===== config.mk =====
export PLATFORM = sky130hd
export DESIGN_NAME = neuron_feeder
export DESIGN_NICKNAME = d
export VERILOG_FILES = /design/src/rtl/neuron_feeder.sv
export SDC_FILE = /design/constraint.sdc
export NUM_CORES = 1
export LEC_CHECK = 0
export CAP_MARGIN = 20
export CORE_ASPECT_RATIO = 0.6
export CORE_MARGIN = 2
export CORE_UTILIZATION = 30
export DETAILED_ROUTE_END_ITERATION = 16
export DONT_BUFFER_PORTS = 1
export PLACE_DENSITY = 0.45
export SLEW_MARGIN = 15
export SYNTH_ARGS = -nofsm -noshare
export SYNTH_HDL_FRONTEND = slang
export SYNTH_SLANG_ARGS = --single-unit
export TNS_END_PERCENT = 10

===== constraint.sdc =====
create_clock -name clk -period 2.91 [get_ports clk]
set_clock_uncertainty 0.15 [all_clocks]
set_input_delay 0.582 -clock clk [delete_from_list [all_inputs] [get_ports clk]]
set_output_delay 0.582 -clock clk [all_outputs]
set_load 0.005 [all_outputs]

===== src/rtl/neuron_feeder.sv =====
// neuron_feeder: collects NUM_INPUTS serial (input, weight) pairs into a
// parallel vector for a neuron and presents it with a valid/ready handshake.
// Optional frame-length checking is enabled by defining FEEDER_FRAME_CHECK_EN.
// Handshake: a transfer happens on a rising edge where valid and ready are
// both 1; valid never depends on ready, and ready never depends on valid.
module neuron_feeder #(
    parameter int NUM_INPUTS = 4,
    parameter int DATA_W     = 8
) (
    input  logic                         clk,
    input  logic                         rst,
    input  logic                         in_valid,
    output logic                         in_ready,
    input  logic [DATA_W-1:0]            in_data,
    input  logic [DATA_W-1:0]            in_weight,
    input  logic                         in_last,
    output logic                         out_valid,
    input  logic                         out_ready,
    output logic [NUM_INPUTS*DATA_W-1:0] out_inputs,
    output logic [NUM_INPUTS*DATA_W-1:0] out_weights,
    output logic                         err_frame,
    output logic                         dbg_state
);

    localparam int CNT_W = $clog2(NUM_INPUTS + 1);
    localparam int VEC_W = NUM_INPUTS * DATA_W;
    localparam logic [CNT_W-1:0] LAST_IDX = CNT_W'(NUM_INPUTS - 1);

    typedef enum logic {
        FILL    = 1'b0,
        PRESENT = 1'b1
    } state_t;

    state_t             state_q, state_d;
    logic [CNT_W-1:0]   cnt_q, cnt_d;
    logic [VEC_W-1:0]   inputs_q, inputs_d;
    logic [VEC_W-1:0]   weights_q, weights_d;
    logic               err_q, err_d;

    logic               accept;
    logic               at_last;
    logic               end_frame;
    logic               frame_err;

    assign at_last = (cnt_q == LAST_IDX);

`ifdef FEEDER_FRAME_CHECK_EN
    // in_last closes a frame early; a missing in_last on the final slot is
    // flagged but the vector still completes on count.
    assign end_frame = at_last | in_last;
    assign frame_err = in_last ^ at_last;
`else
    logic unused_last;
    assign unused_last = in_last;
    assign end_frame   = at_last;
    assign frame_err   = 1'b0;
`endif

    // Ready is held low during reset so nothing is accepted in that cycle.
    assign in_ready    = (state_q == FILL) & ~rst;
    assign out_valid   = (state_q == PRESENT);
    assign accept      = in_valid & in_ready;
    assign out_inputs  = inputs_q;
    assign out_weights = weights_q;
    assign err_frame   = err_q;
    assign dbg_state   = state_q;

    // Next-state logic: slot writes, counter, state transitions, error pulse.
    always_comb begin
        state_d   = state_q;
        cnt_d     = cnt_q;
        inputs_d  = inputs_q;
        weights_d = weights_q;
        err_d     = 1'b0;
        case (state_q)
            FILL: begin
                if (accept) begin
                    for (int i = 0; i < NUM_INPUTS; i++) begin
                        if (cnt_q == CNT_W'(i)) begin
                            inputs_d[i*DATA_W +: DATA_W]  = in_data;
                            weights_d[i*DATA_W +: DATA_W] = in_weight;
                        end
                    end
                    err_d = frame_err;
                    if (end_frame) begin
                        state_d = PRESENT;
                        cnt_d   = '0;
                    end else begin
                        cnt_d = cnt_q + 1'b1;
                    end
                end
            end
            PRESENT: begin
                // Clearing on the way out gives zero padding for short frames.
                if (out_ready) begin
                    state_d   = FILL;
                    inputs_d  = '0;
                    weights_d = '0;
                end
            end
            default: state_d = FILL;
        endcase
    end

    // State and datapath registers with synchronous reset.
    always_ff @(posedge clk) begin
        if (rst) begin
            state_q   <= FILL;
            cnt_q     <= '0;
            inputs_q  <= '0;
            weights_q <= '0;
            err_q     <= 1'b0;
        end else begin
            state_q   <= state_d;
            cnt_q     <= cnt_d;
            inputs_q  <= inputs_d;
            weights_q <= weights_d;
            err_q     <= err_d;
        end
    end

endmodule


==> results of run 1 <==
==> power groups by stage <==
stage / sequential, W / clock, W / combinational [W]
2_1_floorplan: 0.000988 / 0 / 0.0000821
3_3_place_gp: 0.000994 / 0 / 0.0000965
3_5_place_dp: 0.000994 / 0 / 0.0000980
4_1_cts: 0.000974 / 0.000971 / 0.0000986
5_1_grt: 0.000976 / 0.00101 / 0.000108
6_report: 0.000973 / 0.000936 / 0.0000956
==> cells in the final DEF (no fill, tap or decap), drive strengths merged <==
master / n
nor4b: 1
ha: 4
mux2i: 64
nor2b: 1
nand2: 70
nor2: 2
clkinv: 3
nand3: 2
inv: 3
dfxtp: 68
conb: 1
clkbuf: 12
nand2b: 19
a2bb2oi: 1
buf: 1
a21oi: 4
==> cells in the mapped netlist (all sizes together) <==
library cell   n  area share (%)
a2bb2oi        1            0.33
conb           1            0.14
ha             4             1.9
nand2b        19             4.5
clkbuf         8             1.1
nand3          2            0.38
buf            6             2.3
dfxtp         68              52
inv            3            0.43
nor2           2            0.29
nor4b          1            0.90
nand2         70              10
mux2i         64              24
nor2b          1            0.24
a21oi          4            0.90
==> layer usage <==
metal / GRT usage, % / up-vias / wire, µm
li1: - / 833 / -
met1: 18.9 / 794 / 3080
met2: 18.9 / 63 / 2530
met3: 8.43 / 5 / 708
met4: 4.00 / 0 / 48
met5: 0 / - / 0
==> metrics by stage <==
stage	cell area, µm²	cells
2_1_floorplan	2630	254
3_3_place_gp	2690	353
3_5_place_dp	2690	353
4_1_cts	2950	368
5_1_grt	2950	368
6_report	2950	368
==> worst register-to-register path: stages, from the launching register on <==
cell     delay [ns]
dfxtp_1        0.43
nor4b_4        0.46
nand2_2        0.48
mux2i_1        0.24
==> worst paths after layout <==
kind	startpoint	endpoint	slack (ns)	cells past startpoint
max	dbg_state	out_inputs[20]	1.00	3
min	rst	cnt_q[1]	0.18	1
max reg2reg	dbg_state	out_inputs[20]	1.00	3
min reg2reg	out_weights[19]	out_weights[19]	0.32	2
==> sequential cells by signal (all words and copies together) (netlist names) <==
signal / cells
out_weights: 32
cnt_q: 3
out_inputs: 32
dbg_state: 1
==> cell type report <==
cell class                 instances  area (µm²)
sequential                        68        1360
inverter                           3        11.3
fill                             867        5580
tap                              112         140
timing repair buffer               1        7.51
multi-input combinational        169        1170
clock buffer                      12         236
clock inverter                     3        15.0
==> kinds of logic after synthesis <==
| logic type | after synthesis | synth area share (%) |
|---|---|---|
| other cells | 1 | 0.143 |
| compound gates | 5 | 1.24 |
| flops | 68 | 51.8 |
| fa+ha+maj | 4 | 1.90 |
| mux | 64 | 24.4 |
| buf+inv | 17 | 3.86 |
| simple gates | 95 | 16.7 |
==> run metrics, run 1 <==
Mapped Area=~2600 µm²; sequential power share=48.5%; io pins=between 80 and 90; cts bufs inserted=9; CP Launch Type=register; Setup TNS Final=0 ns; clock root buffer=clkbuf_16; TritonCTS clock tree=built; n_diodes=0; post-layout util=approximately 35%; vias in the first global route=1761; WS Path Type=reg2reg; Hold Path Class=in2reg; nets=approximately 280; Least-Margin Pin Slew=about 0.67 ns; FMAX=~0.52 GHz; syn_area_per_cell=between 10 and 15 µm²; row count=26; vias=approximately 1.7k; DP HPWL=4000 µm; Max IR drop VDD=253 µV; placer congestion estimate=slightly above 0.7; clock-pin transition on the worst setup and hold timing paths=roughly 0.050 ns; core area=roughly 8500 µm²; WP data arrival=about 1.9 ns; Crit path required time=about 3 ns; initial core utilization=between 30 and 40%; final WL=6360 µm; Port Buffers=0; Global Route Usage Sum=14.1%; clock buffer depth=2; Finish-stage setup viols=0; fin crit period=1.91 ns; crit-path cells=nor4b_4 > nand2_2 > mux2i_1; Net Sw Frac=about 22%; post-route ant nets=0; Critical-path top delay cell=nand2_2; P per Cell Area=681 nW/µm²; GRT overflow=0; post-DR vias/cell=about 4.6; Worst path max stage delay=about 0.48 ns; initial DRC count=65; Final period util=between 60% and 70%; Area growth syn-to-layout=12.0%; Max Cap Viol=0; TritonRoute pass-1 iters=4; CP delay by family, top=simple AND/OR/NAND/NOR gates; Internal=between 0.0015 and 0.002 W; relative slew slack=around 55%; CP Capture Type=register; leakage=1.46 nW; Post-route DRC=0; initial antenna violation count=0; Yosys Warn Count=0; syn nets=around 280; height of the die=approximately 77 µm; Resized Gates After CTS=0; largest net degree at the start of global routing=65; final-report max-slew violation count=0; die width=between 100 and 150 µm; worst hold slack=about 0.18 ns; final hold violation count=0; layout cells sized above 1=approximately 7.4%; CP bufs+invs=0; first-pass GRT wire length=10200 µm; Clock Sink Count=68; NetSw=roughly 0.00045 W; hold_buf cts=0; Clock Power Share=roughly 47%; post-place setup slack=about 0.91 ns; overall power=0.00201 W; synth unique cells=18; Yosys reg bits=68; detail-routed net length per standard cell=approximately 17 µm; RSZ-0062 raised after global routing=no; Comb pwr share=4.8%; outcome=finished clean; Gate Count Post-Synth=approximately 250; register area share after synthesis=between 50% and 60%; DIE AREA=around 9600 µm²; H-Tree Level Count=3; Worst-Skew Late Latency=about 0.32 ns; Post-CTS Setup Bufs=0; Final Worst Setup Slack=roughly 1 ns; worst-path fanout max=16
No activity file was read; power rests on OpenSTA's default activity.
==> run 2: changes to the inputs <==
--- a/config.mk
+++ b/config.mk
@@ -11,7 +11,7 @@
 export CORE_UTILIZATION = 30
 export DETAILED_ROUTE_END_ITERATION = 16
 export DONT_BUFFER_PORTS = 1
-export PLACE_DENSITY = 0.45
+export PLACE_DENSITY = 0.46
 export SLEW_MARGIN = 15
 export SYNTH_ARGS = -nofsm -noshare
 export SYNTH_HDL_FRONTEND = slang
==> constraint.sdc (replaced) <==
create_clock -name clk -period 1.5 [get_ports clk]
set_clock_uncertainty 0.15 [all_clocks]
set_input_delay 0.3 -clock clk [delete_from_list [all_inputs] [get_ports clk]]
set_output_delay 0.3 -clock clk [all_outputs]
set_load 0.005 [all_outputs]
==> run 2 against run 1 <==
Compared with the run above: non-clock buffer count is 14 higher; sequential power is 94% higher; global-route usage fell by 0.22 points; wire length up 0.53%; maximum frequency is 34% higher; first-iteration DRC count rose by 45%; sequential cell count stayed put.
==> run metrics, run 2 (same netlist as run 1, synthesis figures left out) <==
most frequent cells in the layout=dfxtp_1 (67), nand2_1 (66), mux2i_1 (64); cts bufs inserted=9 (unchanged); final-report max-slew violation count=0 (unchanged); worst-path fanout max=10 (-6); Worst-Skew Late Latency=0.33 ns (about the same); height of the die=76.5 µm (unchanged); die width=125 µm (unchanged); DP HPWL=4370 µm (+9.2%); detail-routed net length per standard cell=16.7 µm (-3.2%); DIE AREA=9550 µm² (unchanged); WP data arrival=1.48 ns (-0.46 ns); Final period util=94.7% (+29 points); P per Cell Area=1280 nW/µm² (+89%); Global Route Usage Sum=13.9% (-0.22 points); TritonCTS clock tree=built; M2 GR Usage=18.4% (-0.55 points); overall power=0.00401 W (+100%); initial DRC count=94 (+45%); outcome=finished clean; commonest non-fill, non-tap cell in the layout=dfxtp_1; met1 usage=17.5% (-1.4 points); post-layout util=36.7% (+2.1 points); Hold Path Class=in2reg; final hold violation count=0 (unchanged); layout cells sized above 1=12.6% (+5.2 points); first-pass GRT wire length=9870 µm (-3.6%); initial core utilization=30.8% (unchanged); TritonRoute pass-1 iters=4 (unchanged); H-Tree Level Count=3 (unchanged); CP Launch Type=register; hold path cells=3 (+2); area of placed instances=2840 µm² (+5.5%); initial antenna violation count=0 (unchanged); Setup TNS Final=0 ns (unchanged); Worst path max stage delay=0.33 ns (-0.15 ns); Port Buffers=0 (unchanged); CP Capture Type=register; FMAX=0.704 GHz (+34%); Post-CTS Setup Bufs=0 (unchanged); io pins=89 (unchanged); core area=8520 µm² (unchanged); row count=26 (unchanged); Finish-stage setup viols=0 (unchanged); leakage=1.56 nW (+6.6%); nets=291 (+5.1%); vias in the first global route=1661 (-5.7%); design area=3130 µm² (+6.2%); placer congestion estimate=0.697 (-4.0%); Clock Sink Count=68 (unchanged); post-DR vias/cell=4.49 (-2.4%); clock root buffer=clkbuf_16; post-route ant nets=0 (unchanged); Max IR drop VDD=483 µV (+91%); largest net degree at the start of global routing=33 (-49%); Post-route DRC=0 (unchanged); Area growth syn-to-layout=18.9%; crit-path cells=nor4b_4 > buf_4 > nand2_2 > buf_12 > mux2i_1; final WL=6400 µm (+0.53%); GRT busiest layer=met2; vias=1717 (+1.3%); Max Cap Viol=0 (unchanged); Critical-path top delay cell=dfxtp_1; WS Path Type=reg2reg; clock-pin transition on the worst setup and hold timing paths=0.05 ns (about the same); n_diodes=0 (unchanged); GRT overflow=0 (unchanged); met3 global-route usage=9.76% (+1.3 points); Fillers=870 (+0.35%); RSZ-0062 raised after global routing=yes; fin crit period=1.42 ns (-0.486 ns); clock buffer depth=2 (unchanged); worst reg-to-reg path cell count=5 (+2); Crit path required time=1.56 ns (-1.38 ns)
run 2: cell types whose count changed in the layout (fill, tap and decap cells not counted), sizes merged:
cell	previous run	this run
buf	1	14
clkbuf	12	13
dlygate4sd3	0	1
clkinv	3	2
run 2: repair_timing:
| item | CTS | global route |
|---|---|---|
| endpoints found under the setup margin | 0 | 6 |
| endpoints found under the hold margin | 4 | 0 |
| hold buffers | 1 | 0 |
| resized for setup | 0 | 1 |
run 2: final cells by class:
class / instances / area (µm²) / share of cell area (%)
sequential: 68 / 1360 / 43.6
multi-input combinational: 169 / 1170 / 37.5
clock buffer: 13 / 260 / 8.32
timing repair buffer: 15 / 169 / 5.40
tap: 112 / 140 / 4.48
inverter: 3 / 11.3 / 0.360
clock inverter: 2 / 10.0 / 0.320
run 2: final timing paths:
| check | start | endpoint | slack [ns] |
|---|---|---|---|
| worst min-delay path | out_ready | dbg_state | 0.03 |
| worst max register to register | cnt_q[2] | out_inputs[31] | 0.08 |
| worst min register to register | out_inputs[26] | out_inputs[26] | 0.33 |
| worst max-delay path | cnt_q[2] | out_inputs[31] | 0.08 |
run 2: per-layer routing:
metal | vias to the layer above | wire length, µm | share of wire (%)
met2 | 60 | 2530 | 39
li1 | 851 | - | -
met3 | 8 | 848 | 13
met4 | 0 | 70 | 1.1
met1 | 798 | 2950 | 46
met5 | - | 0 | 0
run 2: where the power goes:
part	leakage, nW	internal, W	total [W]	switching, W
Combinational	0.869	0.0000922	0.000213	0.000121
Sequential	0.551	0.00185	0.00189	0.0000363
Clock	0.135	0.00119	0.00191	0.000720
Total	1.56	0.00314	0.00401	0.000877
run 2: stage by stage:
step	setup slack (ns)	hold WS (ns)	cells
after global routing	-0.0103	0.0482	382
after global placement	0.0683	0.219	366
after floorplan	0.00212	0.305	254
after CTS	0.0534	0.0250	382
final	0.0796	0.0316	382
after detailed placement	0.0608	0.225	366
run 2: worst max-delay path: cells and delay by family, from the launching register on:
kind                   cells  cell delay [ns]
flip-flops                 1             0.33
AND/OR/NAND/NOR            2             0.35
buffers and inverters      2             0.35
multiplexers               1             0.12
